**src/rtl/axi4_bram_arbiter.sv**
```systemverilog
// axi4_bram_arbiter: two AXI4 masters sharing one BRAM slave port.
// Write (AW/W/B) and read (AR/R) paths are arbitrated by independent FSMs.
// Each grant is held from the address phase through the burst's last response.
// Optional build macro ARB_FIXED_PRIO_EN: master 0 always wins simultaneous
// requests. When it is undefined, the arbiter uses round-robin.
module axi4_bram_arbiter #(
   parameter int unsigned A_WIDTH    = 32,
   parameter int unsigned BYTE_WIDTH = 4
) (
   input  logic                        clk,
   input  logic                        rstn,
   // master write address
   input  logic [1:0]                  m_awvalid,
   output logic [1:0]                  m_awready,
   input  logic [2*A_WIDTH-1:0]        m_awaddr,
   input  logic [15:0]                 m_awlen,
   // master write data
   input  logic [1:0]                  m_wvalid,
   output logic [1:0]                  m_wready,
   input  logic [1:0]                  m_wlast,
   input  logic [2*8*BYTE_WIDTH-1:0]   m_wdata,
   // master write response
   output logic [1:0]                  m_bvalid,
   input  logic [1:0]                  m_bready,
   output logic [3:0]                  m_bresp,
   // master read address
   input  logic [1:0]                  m_arvalid,
   output logic [1:0]                  m_arready,
   input  logic [2*A_WIDTH-1:0]        m_araddr,
   input  logic [15:0]                 m_arlen,
   // master read data
   output logic [1:0]                  m_rvalid,
   input  logic [1:0]                  m_rready,
   output logic [1:0]                  m_rlast,
   output logic [2*8*BYTE_WIDTH-1:0]   m_rdata,
   // slave write address
   output logic                        s_awvalid,
   input  logic                        s_awready,
   output logic [A_WIDTH-1:0]          s_awaddr,
   output logic [7:0]                  s_awlen,
   // slave write data
   output logic                        s_wvalid,
   input  logic                        s_wready,
   output logic                        s_wlast,
   output logic [8*BYTE_WIDTH-1:0]     s_wdata,
   // slave write response
   input  logic                        s_bvalid,
   output logic                        s_bready,
   input  logic [1:0]                  s_bresp,
   // slave read address
   output logic                        s_arvalid,
   input  logic                        s_arready,
   output logic [A_WIDTH-1:0]          s_araddr,
   output logic [7:0]                  s_arlen,
   // slave read data
   input  logic                        s_rvalid,
   output logic                        s_rready,
   input  logic                        s_rlast,
   input  logic [8*BYTE_WIDTH-1:0]     s_rdata,
   // status
   output logic [1:0]                  wr_owner,
   output logic [1:0]                  rd_owner,
   output logic                        prot_err
);

   localparam int unsigned D_WIDTH = 8 * BYTE_WIDTH;
   localparam int unsigned L_WIDTH = 8;

   typedef enum logic [1:0] {W_IDLE, W_AW, W_DATA, W_RESP} wr_state_t;
   typedef enum logic [1:0] {R_IDLE, R_AR, R_DATA} rd_state_t;

   wr_state_t            r_wr_state, w_wr_nxt;
   rd_state_t            r_rd_state, w_rd_nxt;
   logic                 r_wr_gnt, r_rd_gnt;
   logic [L_WIDTH-1:0]   r_awlen;
   logic [L_WIDTH-1:0]   r_beat_cnt;
   logic                 r_prot_err;
   logic                 w_wr_pick, w_rd_pick;
   logic                 w_aw_hs, w_w_hs, w_b_hs;
   logic                 w_wlast_loc, w_wlast_sel;
   logic [A_WIDTH-1:0]   w_awaddr_sel, w_araddr_sel;
   logic [L_WIDTH-1:0]   w_awlen_sel, w_arlen_sel;
   logic [D_WIDTH-1:0]   w_wdata_sel;

   // Granted-master channel selection
   assign w_awaddr_sel = r_wr_gnt ? m_awaddr[2*A_WIDTH-1:A_WIDTH] : m_awaddr[A_WIDTH-1:0];
   assign w_awlen_sel  = r_wr_gnt ? m_awlen[15:8]                 : m_awlen[7:0];
   assign w_wdata_sel  = r_wr_gnt ? m_wdata[2*D_WIDTH-1:D_WIDTH]  : m_wdata[D_WIDTH-1:0];
   assign w_wlast_sel  = r_wr_gnt ? m_wlast[1]                    : m_wlast[0];
   assign w_araddr_sel = r_rd_gnt ? m_araddr[2*A_WIDTH-1:A_WIDTH] : m_araddr[A_WIDTH-1:0];
   assign w_arlen_sel  = r_rd_gnt ? m_arlen[15:8]                 : m_arlen[7:0];
   assign w_wlast_loc  = (r_beat_cnt == r_awlen);
   assign prot_err     = r_prot_err;

`ifdef ARB_FIXED_PRIO_EN
   // Master 0 wins whenever it requests
   assign w_wr_pick = ~m_awvalid[0];
   assign w_rd_pick = ~m_arvalid[0];
`else
   logic r_rr_wr, r_rr_rd;

   // Pointer decides ties; a sole requester always wins
   assign w_wr_pick = (&m_awvalid) ? r_rr_wr : m_awvalid[1];
   assign w_rd_pick = (&m_arvalid) ? r_rr_rd : m_arvalid[1];

   // Round-robin pointers favour the master that did not just finish
   always_ff @(posedge clk or negedge rstn) begin
      if (!rstn) begin
         r_rr_wr <= 1'b0;
         r_rr_rd <= 1'b0;
      end else begin
         if (w_b_hs)
            r_rr_wr <= ~r_wr_gnt;
         if (r_rd_state == R_DATA && s_rvalid && m_rready[r_rd_gnt] && s_rlast)
            r_rr_rd <= ~r_rd_gnt;
      end
   end
`endif

   // Write FSM state, grant, burst length, beat count and protocol check
   always_ff @(posedge clk or negedge rstn) begin
      if (!rstn) begin
         r_wr_state <= W_IDLE;
         r_wr_gnt   <= 1'b0;
         r_awlen    <= '0;
         r_beat_cnt <= '0;
         r_prot_err <= 1'b0;
      end else begin
         r_wr_state <= w_wr_nxt;
         if (r_wr_state == W_IDLE && |m_awvalid)
            r_wr_gnt <= w_wr_pick;
         if (w_aw_hs) begin
            r_awlen    <= w_awlen_sel;
            r_beat_cnt <= '0;
         end
         if (w_w_hs) begin
            r_beat_cnt <= r_beat_cnt + L_WIDTH'(1);
            if (w_wlast_sel != w_wlast_loc)
               r_prot_err <= 1'b1;
         end
      end
   end

   // Write FSM next state and channel muxing
   always_comb begin
      w_wr_nxt  = r_wr_state;
      w_aw_hs   = 1'b0;
      w_w_hs    = 1'b0;
      w_b_hs    = 1'b0;
      s_awvalid = 1'b0;
      s_awaddr  = '0;
      s_awlen   = '0;
      s_wvalid  = 1'b0;
      s_wdata   = '0;
      s_wlast   = 1'b0;
      s_bready  = 1'b0;
      m_awready = '0;
      m_wready  = '0;
      m_bvalid  = '0;
      m_bresp   = '0;
      wr_owner  = '0;
      case (r_wr_state)
         W_IDLE: begin
            if (|m_awvalid)
               w_wr_nxt = W_AW;
         end
         W_AW: begin
            wr_owner[r_wr_gnt]  = 1'b1;
            s_awvalid           = m_awvalid[r_wr_gnt];
            s_awaddr            = w_awaddr_sel;
            s_awlen             = w_awlen_sel;
            m_awready[r_wr_gnt] = s_awready;
            if (m_awvalid[r_wr_gnt] && s_awready) begin
               w_aw_hs  = 1'b1;
               w_wr_nxt = W_DATA;
            end
         end
         W_DATA: begin
            wr_owner[r_wr_gnt] = 1'b1;
            s_wvalid           = m_wvalid[r_wr_gnt];
            s_wdata            = w_wdata_sel;
            s_wlast            = w_wlast_loc;
            m_wready[r_wr_gnt] = s_wready;
            if (m_wvalid[r_wr_gnt] && s_wready) begin
               w_w_hs = 1'b1;
               if (w_wlast_loc)
                  w_wr_nxt = W_RESP;
            end
         end
         W_RESP: begin
            wr_owner[r_wr_gnt] = 1'b1;
            m_bvalid[r_wr_gnt] = s_bvalid;
            if (r_wr_gnt)
               m_bresp[3:2] = s_bresp;
            else
               m_bresp[1:0] = s_bresp;
            s_bready = m_bready[r_wr_gnt];
            if (s_bvalid && m_bready[r_wr_gnt]) begin
               w_b_hs   = 1'b1;
               w_wr_nxt = W_IDLE;
            end
         end
         default: w_wr_nxt = W_IDLE;
      endcase
   end

   // Read FSM state and grant
   always_ff @(posedge clk or negedge rstn) begin
      if (!rstn) begin
         r_rd_state <= R_IDLE;
         r_rd_gnt   <= 1'b0;
      end else begin
         r_rd_state <= w_rd_nxt;
         if (r_rd_state == R_IDLE && |m_arvalid)
            r_rd_gnt <= w_rd_pick;
      end
   end

   // Read FSM next state and channel muxing
   always_comb begin
      w_rd_nxt  = r_rd_state;
      s_arvalid = 1'b0;
      s_araddr  = '0;
      s_arlen   = '0;
      s_rready  = 1'b0;
      m_arready = '0;
      m_rvalid  = '0;
      m_rlast   = '0;
      m_rdata   = '0;
      rd_owner  = '0;
      case (r_rd_state)
         R_IDLE: begin
            if (|m_arvalid)
               w_rd_nxt = R_AR;
         end
         R_AR: begin
            rd_owner[r_rd_gnt]  = 1'b1;
            s_arvalid           = m_arvalid[r_rd_gnt];
            s_araddr            = w_araddr_sel;
            s_arlen             = w_arlen_sel;
            m_arready[r_rd_gnt] = s_arready;
            if (m_arvalid[r_rd_gnt] && s_arready)
               w_rd_nxt = R_DATA;
         end
         R_DATA: begin
            rd_owner[r_rd_gnt] = 1'b1;
            m_rdata            = {2{s_rdata}};
            m_rlast            = {2{s_rlast}};
            m_rvalid[r_rd_gnt] = s_rvalid;
            s_rready           = m_rready[r_rd_gnt];
            if (s_rvalid && m_rready[r_rd_gnt] && s_rlast)
               w_rd_nxt = R_IDLE;
         end
         default: w_rd_nxt = R_IDLE;
      endcase
   end

endmodule
```
**config.mk**
```make
export PLATFORM = sky130hd
export DESIGN_NAME = axi4_bram_arbiter
export DESIGN_NICKNAME = d
export VERILOG_FILES = /design/src/rtl/axi4_bram_arbiter.sv
export SDC_FILE = /design/constraint.sdc
export NUM_CORES = 1
export LEC_CHECK = 0
export CAP_MARGIN = 20
export CORE_AREA = 10 10 178 180
export CTS_CLUSTER_DIAMETER = 120
export CTS_CLUSTER_SIZE = 40
export DETAILED_ROUTE_END_ITERATION = 10
export DIE_AREA = 0 0 188 190
export PLACE_DENSITY_LB_ADDON = 0.3
export SLEW_MARGIN = 10
export SYNTH_ARGS = -nofsm -noshare
export SYNTH_HDL_FRONTEND = slang
export SYNTH_SLANG_ARGS = --single-unit
```
**constraint.sdc**
```tcl
create_clock -name clk -period 2.2 [get_ports clk]
set_input_delay 0.22 -clock clk [delete_from_list [all_inputs] [get_ports clk]]
set_output_delay 0.22 -clock clk [all_outputs]
set_load 0.05 [all_outputs]
```
==> Word level (Yosys, flattened, before mapping) <==
Index checks and enable logic that the tools add are counted.
{ "totals": {"inputBits": 278, "wordCells": 124, "out_inout_bits": 203, "register_bits": 25} }
{ "op_classes": {"n_reduce_logical": 25, "order_cmp": 4, "n_addsub": 1, "eq_ne": 15, "n_bitwise": 7, "n_mux": 63} }
{ "ops": {"columns": ["cell", "count"], "rows": [
  ["$mux 32", 6],
  ["$mux 64", 1],
  ["$mux 8", 6],
  ["$mux 2", 18],
  ["$mux 1", 27],
  ["$logic_and 1x1->1", 13],
  ["$and 2x2->2", 5],
  ["$ne 2x2->1 const B", 5],
  ["$add 8x1->8 const B", 1],
  ["$eq 8x8->1", 1],
  ["$pmux 2 s4", 1],
  ["$eq 2x2->1 const B", 3],
  ["$ne 2x1->1 const B", 3],
  ["$pmux 2 s3", 1],
  ["$reduce_and 2->1", 3],
  ["$reduce_or 2->1", 3],
  ["$reduce_and 5->1", 1],
  ["$eq 2x1->1 const B", 2],
  ["$logic_not 2->1", 2],
  ["$lt 1x2->1 const B", 2],
  ["$mux 4", 1],
  ["$reduce_and 3->1", 1],
  ["$reduce_or 3->1", 1],
  ["$demux 1 s1", 2],
  ["4 further kinds", 6]
]} }

==> Longest topological paths before layout <==
{ "logic_depth": {"ltp_word": 7, "ltp_mapped": 8, "mapped_depth_nobuf": 6} }

==> Worst setup path after synthesis <==
OpenSTA, ideal clock, no wires.
{ "synth_path": {"path_kind": "register -> output", "startpoint": "reg r_wr_state[1]", "endpoint": "out s_awaddr[23]", "t_arrival_ns": 2.023, "path_slack_ns": -0.043, "stages_incl_launch_ff": 7, "n_path_buf": 3, "t_required_ns": 1.980, "path_cell_list": "dfrtp_1 -> inv_1 -> ha_1 -> clkbuf_1 -> clkbuf_1 -> clkbuf_1 -> nor2b_1"} }
{ "synth_between": {"elab_chain_len": 2} }
{ "synth_rtl": {"columns": ["item", "line", "source"], "rows": [
  ["start, declared", "72", "wr_state_t r_wr_state, w_wr_nxt;"],
  ["start signal, assigned", "129", "r_wr_state <= w_wr_nxt;"],
  ["$eq 2x1->1", "162", "case (r_wr_state)"],
  ["$mux 32", "162", null],
  ["end, declared", "39", "output logic [A_WIDTH-1:0] s_awaddr,"]
]} }
No other way between the ends.

==> Worst setup path after layout <==
{ "layout_path": {"startpoint": "reg r_rd_gnt", "endpoint": "out s_araddr[2]"} }
{ "layout_between": {"elab_chain_len": 2} }
{ "layout_rtl": {"columns": ["item", "line", "source"], "rows": [
  ["start, declared", "74", "logic r_wr_gnt, r_rd_gnt;"],
  ["start signal, assigned", "215", "r_rd_gnt <= w_rd_pick;"],
  ["$mux 32", "90", "assign w_araddr_sel = r_rd_gnt ? m_araddr[2*A_WIDTH-1:A_WIDTH] : m_araddr[A_WIDTH-1:0];"],
  ["$mux 32", "231", "case (r_rd_state)"],
  ["end, declared", "53", "output logic [A_WIDTH-1:0] s_araddr,"]
]} }
No other way between the ends.

==> impl_metrics.csv <==
group,metric,value,unit
worst_setup_path,arrival,1.88,ns
routing,wl_per_cell,21.2,um
logic_synthesis,ys_seq_elements,25,
die,start_util,13.9,%
pwr,vdd_drop_max,467,uV
worst_setup_path,path_class,"flip-flop to output port",
sta,hold_violations,0,
clock_tree,numCtsBuffers,3,
die,fp.coreArea,0.0282,mm2
finish,area_delta_synth_final,181,%
clock_tree,clk_path_buf_depth,2,
die,placementRows,62,
clock_tree,htreeDepth,1,
job,drv_cap,0,
finish,finalNetCount,1204,
logic_synthesis,async_flop_share,100,%
worst_setup_path,critical_path_peak_fanout,36,
global_routing,grt-ovfl-total,0,
sta,finalSetupTns,0,ns
sta,relSlewSlack,59.7,%
placed_design,gp_congestion,0.776,
logic_synthesis,ys_seq_area_share,16.0,%
status,status,"finished clean",
global_routing,antenna_found_initial,5,
logic_synthesis,syn_avg_cell_area,8.06,um2
worst_setup_path,r2r_slack,0.22,ns
clock_tree,clock_sinks,25,
routing,postRouteAntennaNets,0,
global_routing,grt_max_degree,46,
placed_design,placed_cells,1297,
clock_tree,cts-root-buf,"clkbuf_16",
global_routing,grt_pass1_vias,5546,
finish,fin_cells,1301,
routing,vias_per_cell,3.89,
placed_design,io_buffers,480,
routing,drt_wl_total,27500,um
global_routing,track_usage,14.3,%
worst_setup_path,critPathLaunch,"r_rd_gnt$_DFFE_PN0P_",
sta,setup_violations,0,
worst_setup_path,cp.required,1.98,ns
worst_setup_path,rr_endpoint,"r_wr_state[1]$_DFFE_PN0P_",
clock_tree,cts_tree,"done",
pwr,totalPowerFinal,13.7,mW
pwr,p_leak,4.60,nW
sta,drv_slew,0,
sta,period_needed,2.10,ns
logic_synthesis,syn_nets,772,
clock_tree,clock_latency,0.27,ns
worst_setup_path,worstPathCellList,"buf_4 -> mux2i_1 -> nor2b_1 -> buf_12",
logic_synthesis,synth_edf_count,0,
logic_synthesis,ys_warn_count,0,
die,die_y,190,um
sta,timing.final.crit_share,95.5,%
worst_setup_path,crit_path_start_kind,"flip-flop",
worst_setup_path,endpoint,"s_araddr[2]",
logic_synthesis,ys_types,41,
worst_setup_path,worst_setup_path_end_kind,"output port",
finish,num_antenna_cells,0,
logic_synthesis,synth_ff_type,"dfrtp_1",
logic_synthesis,syn_inst,486,
worst_hold_path,hold_class,"input port to async pin",
worst_setup_path,crit_family,"buffers and inverters",
clock_tree,cts_setup_buffers,0,
finish,drive_gt1_share,29.4,%
die,pin_count,481,
finish,num-fill-cells,2796,
sta,finalClockSkew,0.00345,ns
routing,drc,0,
pwr,power_density,1240,mW/mm2
routing,drt-initial-drc-count,75,
routing,dr_total_vias,5059,
logic_synthesis,syn_area,0.00392,mm2
clock_tree,clk_pin_slew,0.07,ns
worst_setup_path,cp.depth,4,
worst_setup_path,worstRegToRegCells,5,
die,fp.dieW,188,um
sta,worst_pin_slew,0.603,ns
worst_setup_path,cp_slowest_stage_delay,0.52,ns
worst_setup_path,timing.critical_path.buf_inv,2,
worst_setup_path,r2r-start,"r_beat_cnt[4]$_DFFE_PN0P_",
sta,timing.fmax,476,MHz
placed_design,hpwl,25500,um
routing,drtPass1Iterations,4,
worst_setup_path,cp_slowest_cell,"buf_4",
global_routing,grt_pass1_wl,38700,um
die,fp.dieArea,0.0357,mm2
[kinds of logic (layout without fill, tap and decap cells)]
group                      Yosys count  count (layout)  share of synthesized area, %
adders and majority gates            8               8                          2.55
and+or+nand+nor                    211             211                          30.5
muxes                              120             120                          30.9
buffers and inverters               76             507                          10.9
AOI/OAI and AO/OA                   35              35                          6.64
DFF                                 25              25                          16.0
xor gates and xnor gates            11              11                          2.46
[worst reg2reg max path: cells and delay by family, from the launching register on]
family / cells / cell delay (ns)
AOI/OAI and AO/OA: 1 / 0.46
and+or+nand+nor: 2 / 0.44
DFF: 1 / 0.43
muxes: 1 / 0.33
xor gates and xnor gates: 1 / 0.20
[registers in the layout, indices dropped and copies added, names as in the netlist]
name,flops
prot_err,1
r_awlen,8
r_beat_cnt,8
r_rd_gnt,1
r_rd_state,2
r_rr_rd,1
r_rr_wr,1
r_wr_gnt,1
r_wr_state,2
[worst min-delay path by stage]
stage	cells past startpoint	start	slack [ns]	endpoint
finish	2	rstn	0.32	r_awlen[3]$_DFFE_PN0P_
global route	2	rstn	0.37	r_awlen[3]$_DFFE_PN0P_
CTS	2	rstn	0.34	r_awlen[3]$_DFFE_PN0P_
detailed placement	2	r_rr_rd$_DFFE_PN0P_	0.49	r_rr_rd$_DFFE_PN0P_
global placement	2	r_rr_rd$_DFFE_PN0P_	0.46	r_rr_rd$_DFFE_PN0P_
floorplan	0	rstn	-0.08	prot_err$_DFFE_PN0P_
[metrics by stage]
step	hold WS, ns	utilization (%)	area, um2	setup WS [ns]
5_1_grt	0.373	39.0	11000	-0.0000495
6_report	0.320	39.0	11000	0.0979
3_3_place_gp	0.465	38.6	10900	0.194
3_5_place_dp	0.485	38.6	10900	0.173
2_1_floorplan	-0.0756	-	3990	0.0101
4_1_cts	0.343	38.9	11000	0.0192
[final cells by class]
type	count	area (um2)	share of cell area [%]
Clock buffer	3	75.1	0.682
Sequential cell	25	631	5.73
Timing Repair Buffer	496	6840	62.1
Inverter	7	26.3	0.239
Tap cell	384	480	4.36
Clock inverter	1	8.76	0.0795
Multi-Input combinational cell	385	2950	26.8
[synth_stat cells, types with 6 or more instances]
| cell | number | share of area (%) |
|---|---|---|
| nand2_1 | 17 | 1.6 |
| buf_4 | 34 | 6.5 |
| o21ai_0 | 11 | 1.4 |
| nor2b_1 | 85 | 14 |
| inv_1 | 6 | 0.57 |
| xor2_1 | 8 | 1.8 |
| a32o_1 | 8 | 2.0 |
| and2_1 | 42 | 6.7 |
| nor2_1 | 44 | 4.2 |
| buf_2 | 12 | 1.5 |
| ha_1 | 8 | 2.6 |
| clkbuf_1 | 23 | 2.2 |
| dfrtp_1 | 25 | 16 |
| and3_1 | 9 | 1.4 |
| mux2i_1 | 114 | 29 |
[timing repair]
| action | CTS | global route |
|---|---|---|
| setup endpoints to repair | 0 | 27 |
| gates resized for setup | 0 | 7 |
| hold buffers | 0 | 0 |
| hold endpoints to repair | 0 | 0 |
[where the power goes]
part	switching [mW]	total, mW	internal (mW)
clock network	0.182	0.434	0.252
logic	6.75	12.4	5.65
registers	0.188	0.821	0.633
[layer usage]
metal / vias to the layer above / global-route usage, % / routed length (um)
met5: - / 0 / 60
met1: 2282 / 13.1 / 8920
met3: 15 / 6.32 / 3010
li1: 2465 / - / -
met4: 8 / 1.85 / 152
met2: 289 / 28.9 / 15400
[cell usage in the layout, fill, tap and decap left out, drive strengths merged, types with 2 or more instances in the layout]
cell,count
a21oi,4
a31oi,2
a32o,8
and2,42
and3,10
buf,218
clkbuf,3
clkdlybuf4s50,278
dfrtp,25
ha,8
inv,7
mux2,6
mux2i,114
nand2,18
nand2b,2
nand3,4
nor2,44
nor2b,85
nor4,2
o21ai,13
or3b,2
xnor2,3
xor2,8
Note: power is estimated with default switching activity, not from simulation.
